<file path="src/rtl/fb_scan_reader_if.sv">
// fb_scan_reader_if: multiplexed pixel DRAM read bus between the scan reader and the buffer memory
interface fb_scan_reader_if;
  logic [7:0] DRAM_A;
  logic       DRAM_OE;
  logic [7:0] DRAM_D;
  modport master (output DRAM_A, DRAM_OE, input DRAM_D);
  modport slave  (input DRAM_A, DRAM_OE, output DRAM_D);
endinterface

</file>
<file path="src/rtl/fb_scan_reader.sv">
// fb_scan_reader: fetches one line of pixel pairs from the idle frame buffer and serializes flipped pixels
module fb_scan_reader #(
  parameter int         PAIRS      = 128,
  parameter logic [3:0] PRIO_COLOR = 4'd7
) (
  input  logic             CLK,
  input  logic             nRESET,
  input  logic             HSTART,
  input  logic [7:0]       LINE_Y,
  input  logic             FRAME,
  input  logic             XF,
  input  logic             YF,
  fb_scan_reader_if.master dram,
  output logic [3:0]       PIX,
  output logic             PIX_VALID,
  output logic             PIX_OPAQUE,
  output logic             PIX_BEHIND,
  output logic             LINE_BUSY,
  output logic             LINE_DONE
);
  localparam int KW = $clog2(PAIRS);
  typedef enum logic [1:0] {IDLE, FETCH, DRAIN, DONE} state_t;
  state_t      state;
  logic [KW:0] cnt;
  logic [KW:0] nxt;
  logic [7:0]  ye;
  logic [7:0]  ye_in;
  logic        par;
  logic        xf;
  logic [3:0]  hold;
  logic        go;
  function automatic logic [7:0] addr(logic [KW:0] c, logic p, logic [7:0] y, logic f);
    return c[0] ? {y[0], f ? ~c[KW:1] : c[KW:1]} : {p, y[7:1]};
  endfunction
  assign go         = HSTART && (state == IDLE || state == DONE);
  assign ye_in      = YF ? ~LINE_Y : LINE_Y;
  assign nxt        = cnt + 1'b1;
  assign LINE_BUSY  = state != IDLE;
  assign LINE_DONE  = state == DONE;
  assign PIX_OPAQUE = PIX != 4'd0;
  assign PIX_BEHIND = PIX == PRIO_COLOR;
  // even cnt is a row phase, odd cnt the column phase whose byte lands at the cycle's end
  always_ff @(posedge CLK)
    if (!nRESET) begin
      state        <= IDLE;
      cnt          <= '0;
      ye           <= '0;
      par          <= 1'b0;
      xf           <= 1'b0;
      hold         <= '0;
      PIX          <= '0;
      PIX_VALID    <= 1'b0;
      dram.DRAM_A  <= '0;
      dram.DRAM_OE <= 1'b0;
    end else if (go) begin
      state        <= FETCH;
      cnt          <= '0;
      ye           <= ye_in;
      par          <= ~FRAME;
      xf           <= XF;
      dram.DRAM_A  <= addr('0, ~FRAME, ye_in, XF);
      dram.DRAM_OE <= 1'b0;
      PIX          <= '0;
      PIX_VALID    <= 1'b0;
    end else
      case (state)
        FETCH: begin
          if (cnt[0]) begin
            PIX       <= xf ? dram.DRAM_D[7:4] : dram.DRAM_D[3:0];
            hold      <= xf ? dram.DRAM_D[3:0] : dram.DRAM_D[7:4];
            PIX_VALID <= 1'b1;
          end else if (cnt != '0)
            PIX <= hold;
          if (&cnt) begin
            state        <= DRAIN;
            cnt          <= '0;
            dram.DRAM_A  <= '0;
            dram.DRAM_OE <= 1'b0;
          end else begin
            cnt          <= nxt;
            dram.DRAM_A  <= addr(nxt, par, ye, xf);
            dram.DRAM_OE <= nxt[0];
          end
        end
        DRAIN:
          if (cnt[0]) begin
            state     <= DONE;
            PIX       <= '0;
            PIX_VALID <= 1'b0;
          end else begin
            PIX <= hold;
            cnt <= nxt;
          end
        DONE:    state <= IDLE;
        default: state <= IDLE;
      endcase
endmodule

</file>
<file path="src/flat_wrapper.sv">
// flat-port wrapper written by rule: the top's interface ports become plain ports
module fb_scan_reader_flat 
#(
  parameter int         PAIRS      = 128,
  parameter logic [3:0] PRIO_COLOR = 4'd7
)
  (CLK, nRESET, HSTART, LINE_Y, FRAME, XF, YF, PIX, PIX_VALID, PIX_OPAQUE, PIX_BEHIND, LINE_BUSY, LINE_DONE, dram_DRAM_A, dram_DRAM_OE, dram_DRAM_D);
  fb_scan_reader_if dram_i ();
  input  logic CLK;
  input  logic nRESET;
  input  logic HSTART;
  input  logic [7:0] LINE_Y;
  input  logic FRAME;
  input  logic XF;
  input  logic YF;
  output logic [3:0] PIX;
  output logic PIX_VALID;
  output logic PIX_OPAQUE;
  output logic PIX_BEHIND;
  output logic LINE_BUSY;
  output logic LINE_DONE;
  output wire logic [$bits(dram_i.DRAM_A)-1:0] dram_DRAM_A;
  output wire logic [$bits(dram_i.DRAM_OE)-1:0] dram_DRAM_OE;
  input wire logic [$bits(dram_i.DRAM_D)-1:0] dram_DRAM_D;
  assign dram_DRAM_A = dram_i.DRAM_A;
  assign dram_DRAM_OE = dram_i.DRAM_OE;
  assign dram_i.DRAM_D = dram_DRAM_D;
  fb_scan_reader #(.PAIRS(PAIRS), .PRIO_COLOR(PRIO_COLOR)) u_core (.CLK(CLK), .nRESET(nRESET), .HSTART(HSTART), .LINE_Y(LINE_Y), .FRAME(FRAME), .XF(XF), .YF(YF), .dram(dram_i), .PIX(PIX), .PIX_VALID(PIX_VALID), .PIX_OPAQUE(PIX_OPAQUE), .PIX_BEHIND(PIX_BEHIND), .LINE_BUSY(LINE_BUSY), .LINE_DONE(LINE_DONE));
endmodule
</file>
<file path="config.mk">
export PLATFORM = sky130hd
export DESIGN_NAME = fb_scan_reader_flat
export DESIGN_NICKNAME = d
export VERILOG_FILES = /design/src/rtl/fb_scan_reader_if.sv /design/src/rtl/fb_scan_reader.sv /design/src/flat_wrapper.sv
export SDC_FILE = /design/constraint.sdc
export NUM_CORES = 1
export LEC_CHECK = 0
export ABC_AREA = 1
export CORE_MARGIN = 4
export CORE_UTILIZATION = 30
export DETAILED_ROUTE_END_ITERATION = 7
export HOLD_SLACK_MARGIN = 0.12
export PLACE_DENSITY = 0.53
export SYNTH_ARGS = -nofsm -noshare
export SYNTH_HDL_FRONTEND = slang
export SYNTH_SLANG_ARGS = --single-unit
</file>
<file path="constraint.sdc">
create_clock -name CLK -period 2.4 [get_ports CLK]
set_input_delay 0.24 -clock CLK [delete_from_list [all_inputs] [get_ports CLK]]
set_output_delay 0.24 -clock CLK [all_outputs]
set_load 0.01 [all_outputs]
</file>
### After elaboration in Yosys (flattened, before gate mapping)

Cells that the tools add are included.

* bits in read-only memories: 0
* latch bits: 0
* word-level logic and storage cells: 68
* memories: 0
* register bits: 38
* output and inout bits: 18
* input port bits: 22
* bits in writable memories: 0

* shift-type cells: 0
* bitwise logic cells: 5
* order comparisons: 0
* multiplexer cells: 23
* $mul: 0
* reductions and logical operators: 16
* eq/ne operators: 11
* add/subtract/negate cells: 1
* div/mod/pow operators: 0

Operator list (number)
* two-way mux 8 bit: 7
* two-way mux 4 bit: 5
* one-hot mux 8 bit (2 select lines): 1
* inequality test 3 x 1 -> 1 bit (second input constant): 3
* adder 8 x 1 -> 8 bit (second input constant): 1
* NOT 8 bit: 1
* one-hot mux 4 bit (2 select lines): 1
* AND reduction 2 bit: 4
* AND reduction 8 bit: 1
* nonzero test 8 bit: 1
* two-way mux 7 bit: 1
* NOT 7 bit: 1
* inequality test 2 x 1 -> 1 bit (second input constant): 3
* AND reduction 3 bit: 2
* nonzero test 2 bit: 3
* equality test 2 bit (second input constant): 2
* equality test 4 x 3 -> 1 bit (second input constant): 1
* two-way mux 1 bit: 4
* two-way mux 2 bit: 2
* one-hot mux 2 bit (2 select lines): 1
* nonzero test 4 bit: 1
* NOT 1 bit: 3
* equality test 2 x 1 -> 1 bit (second input constant): 1
* logical NOT 2 bit: 1
* other kinds (5): 5

### Longest topological paths before layout

* depth in word-level cells: 7
* mapped depth: 10
* depth with buffers taken out: 10

### Worst setup path after synthesis

OpenSTA, ideal clock, no wires.

* kind: reg2reg
* start: register u_core.cnt[0]
* end: register u_core.dram.DRAM_A[0]
* path buffers: 1
* setup time: 122 ps
* setup slack: 766 ps
* period minus slack after synthesis: 1634 ps
* data required time: 2278 ps
* data arrival time: 1511 ps
* stages on the path, launching flop included: 9
* cells stage by stage: dfxtp_1 > inv_2 > buf_2 > ha_1 > or2_2 > nand3_1 > o21ai_0 > nand3_1 > a31oi_1

* longest elaborated chain between the ends: 7
* elaborated cells between the ends (all ways): 8
* those cells by class: add/sub (1); mux (5); bitwise (1); reduce/logical (1)

Ends and longest elaborated chain
* start, declared: line fb_scan_reader.sv:24 `logic [KW:0] cnt;`
* start signal, assigned: line fb_scan_reader.sv:80 `cnt <= nxt;`
* start signal, assigned: line fb_scan_reader.sv:92 `cnt <= nxt;`
* adder 8 x 1 -> 8 bit: line fb_scan_reader.sv:37 `assign nxt = cnt + 1'b1;`
* NOT 7 bit: line fb_scan_reader.sv:33 `return c[0] ? {y[0], f ? ~c[KW:1] : c[KW:1]} : {p, y[7:1]};`
* two-way mux 7 bit: line fb_scan_reader.sv:33
* two-way mux 8 bit: line fb_scan_reader.sv:33
* two-way mux 8 bit (*): line fb_scan_reader.sv:74 `if (&cnt) begin`
* two-way mux 8 bit (*): line fb_scan_reader.sv:66 `case (state)`
* two-way mux 8 bit (*): line fb_scan_reader.sv:55 `end else if (go) begin`
* end signal, assigned: line fb_scan_reader.sv:61 `dram.DRAM_A <= addr('0, ~FRAME, ye_in, XF);`
* end signal, assigned: line fb_scan_reader.sv:81 `dram.DRAM_A <= addr(nxt, par, ye, xf);`
* end, declared: line fb_scan_reader_if.sv:6 `modport master (output DRAM_A, DRAM_OE, input DRAM_D);`

Every way passes the cells marked *; elsewhere a longest branch is shown, timed or not. The select of a mux whose other input is x is not followed.
A chain may end at the register's enable or synchronous reset.

### Final worst setup path

* start: register u_core.cnt[0]
* end: register u_core.PIX[2]

* longest elaborated chain between the ends: 3
* elaborated cells between the ends (all ways): 6
* those cells by class: eq/ne (1); mux (3); reduce/logical (2)

Ends and longest elaborated chain
* nonzero test 8 bit: line fb_scan_reader.sv:72 `end else if (cnt != '0)`
* inequality test 3 x 1 -> 1 bit (no source line)
* AND reduction 2 bit (no source line)
* end signal, assigned: line fb_scan_reader.sv:69 `PIX <= xf ? dram.DRAM_D[7:4] : dram.DRAM_D[3:0];`
* end signal, assigned: line fb_scan_reader.sv:73 `PIX <= hold;`
* end signal, assigned: line fb_scan_reader.sv:91 `PIX <= hold;`
* end, declared: line fb_scan_reader.sv:14 `output logic [3:0] PIX,`

Parallel ways exist; a longest one is shown, timed or not.

==> results.toml <==
[sta]
finalHoldViolCount = 0
rsz0062_at_grt = "false"
post-route-period-util_pct = 82.4
worst_pin_slew_ns = 0.468
fin_setup_tns_ns = 0
setup_viol = 0
slew_violations = 0
maxSlewHeadroom_pct = 68.7
fin_worst_skew_ns = 0.00495
max_freq_ghz = 0.506
min_period_ns = 1.98

[worst_hold_path]
hold_class = "flop to flop"
min-delay-start = "u_core.ye[6]"
min_to = "u_core.ye[6]"
whs_path_depth = 2

[power]
clockPowerShare_pct = 22.4
switching_share_pct = 41.2
p_leak_uw = 0.00115
p_sw_uw = 1250
p_int_uw = 1790
combPwrFrac_pct = 48.8
seqPwrFrac_pct = 28.8
p_per_area_mw_per_mm2 = 1080
ir_drop_uv = 602

[critical_path]
cp_cell_sequence = "inv_2 > buf_4 > nor2_1 > o21ai_0 > o21ai_0 > o21ai_1 > a21oi_1"
crit_cells = 7
r2r-end = "u_core.PIX[2]"
critPathMaxStageDelay_ns = 0.60
cp_max_fo = 19
required_ns = 2.63
cp_top_family = "compound AO/OA/AOI/OAI gates"
worst_setup_path_end_kind = "flop"
critPathKind = "flop to flop"
cp_num_buf_inv = 2
crit_top_cell = "o21ai_0"
r2r_slack_ns = 0.42
arrival_ns = 2.21
cpMaxStageDelayCell = "dfxtp_1"
reg2reg_depth = 7
r2r_start = "u_core.cnt[0]"
start_kind = "flop"

[final_layout]
layout_common_cells = "81 x nand2_1, 39 x clkdlybuf4s50_1, 38 x dfxtp_1"
fin_cells = 458
final_nets = 391
antennaDiodeCount = 0
final_cell_area_mm2 = 0.00281
drive_above_1_share_pct = 9.94
syn2layout_area_growth_pct = 29.3
layout_commonest_cell = "nand2_1"

[synth]
async_flop_share_pct = 0
synth_edf_count = 0
avgSynthCellArea_um2 = 6.82
synth_flop_cell = "dfxtp_1"
synth_area_mm2 = 0.00217
ys_types = 32
ys_warn_count = 0
syn_nets = 349
ys_seq_area_share_pct = 35.0
netlist_instances = 319
ys_ff_latch = 38

[run_status]
outcome = "completed"

[global_routing]
use_met3_pct = 2.82
grt_pass1_wl_um = 10700
overflow = 0
use_met2_pct = 24.5
grt_pass1_vias = 2167
grtUsageMet1_pct = 21.5
grt_max_degree = 20
grtUsageTotal_pct = 15.6
busiest_layer = "met2"
antenna_found_initial = 0

[clocking]
clock_latency_ns = 0.29
post-cts-setup-buffers = 0
cts_buffers = 5
cts_hold_buf = 0
root_buffer = "clkbuf_8"
cts_tree = "done"
htreeDepth = 2
cts.sinks = 38
cts_resized = 0
cts.clk_slew.worst_paths_ns = 0.08
cts.path.max_buffers = 2

[route]
drt-total-wl_um = 6230
ant_nets = 0
firstDrtPassIters = 4
vias = 2172
routedWlPerCell_um = 13.6
drc = 0
drt_iter0_markers = 216
post_drt_via_cell_ratio = 4.74

[place]
placed_cells = 450
dpl.hpwl_um = 4600
placed_cell_area_mm2 = 0.00267
gp_congestion = 0.844
port_buffers = 39

[die]
num_rows = 30
die_h_um = 93.1
coreArea_mm2 = 0.00691
dieArea_mm2 = 0.00868
initial_utilization_pct = 31.5
io-pin-count = 40
fp.dieW_um = 93.1

[run]
drv_cap = 0
worst reg2reg max path, stage by stage (launching register included):
cell and delay (ns):
dfxtp_1 0.60, inv_2 0.07, buf_4 0.23, nor2_1 0.31
o21ai_0 0.15, o21ai_0 0.28, o21ai_1 0.16, a21oi_1 0.12
Yosys cell counts (3+ instances only):
cell type | n | area share [%]
o22ai_1 | 6 | 1.7
inv_2 | 7 | 1.2
a31oi_1 | 6 | 1.7
ha_1 | 8 | 4.6
nor2_1 | 22 | 3.8
nand3_2 | 4 | 1.8
o21ai_0 | 25 | 5.8
nand2_1 | 81 | 14
dfxtp_1 | 38 | 35
inv_1 | 35 | 6.0
buf_2 | 4 | 0.92
a21oi_1 | 31 | 7.1
nand3_1 | 21 | 4.8
o21ai_1 | 6 | 1.4
o211ai_1 | 3 | 1.0
state kept, by name, summed over array words and instances (netlist names):
name                 flops
u_core.state             2
u_core.par               1
u_core.dram.DRAM_A       8
u_core.PIX               4
u_core.hold              4
u_core.dram.DRAM_OE      1
u_core.xf                1
u_core.ye                8
u_core.PIX_VALID         1
u_core.cnt               8
routing by layer:
layer / wire [um] / part of all wire, %
met5: 0 / 0
met4: 82 / 1.3
met3: 298 / 4.8
met2: 2740 / 44
met1: 3110 / 50
power groups by stage:
stage / sequential [uW] / combinational [uW] / clock (uW)
3_5_place_dp: 890 / 1490 / 0
3_3_place_gp: 892 / 1480 / 0
2_1_floorplan: 899 / 941 / 0
6_report: 876 / 1490 / 682
5_1_grt: 897 / 1700 / 715
4_1_cts: 877 / 1500 / 696
worst max path at each step:
stage / from / to / slack (ns)
2_1_floorplan: u_core.cnt[0] / u_core.dram.DRAM_A[0] / 0.77
3_3_place_gp: u_core.cnt[0] / u_core.PIX[2] / 0.32
3_5_place_dp: u_core.cnt[0] / u_core.PIX[2] / 0.44
4_1_cts: u_core.cnt[0] / u_core.PIX[2] / 0.41
5_1_grt: u_core.cnt[0] / u_core.PIX[2] / 0.22
6_report: u_core.cnt[0] / u_core.PIX[2] / 0.42
logic make-up after synthesis:
| family | synth area share (%) |
|---|---|
| XOR/XNOR | 0.403 |
| buffers and inverters | 10.0 |
| adder cells (fa/ha/maj) | 4.60 |
| flip-flops | 35.0 |
| AO/OA/AOI/OAI | 21.3 |
| AND/OR/NAND/NOR | 28.7 |
final cells by class:
type                       instances  area (um^2)
clock buffer                       6         82.6
clock inverter                     2         60.1
fill                             769         4100
inverter                          43          164
multi-input combinational        229         1200
sequential                        38          761
tap                               96          120
timing repair buffer              44          428
per-stage QoR:
step	setup WS, ns	utilization (%)	power [uW]	hold slack, ns
floorplan	0.766	-	1840	0.378
detailed placement	0.440	38.6	2380	0.463
CTS	0.415	40.7	3070	0.479
global route	0.220	40.7	3310	0.500
global placement	0.322	38.6	2370	0.446
finish	0.423	40.7	3050	0.478
Note: power is estimated with default switching activity, not from simulation.
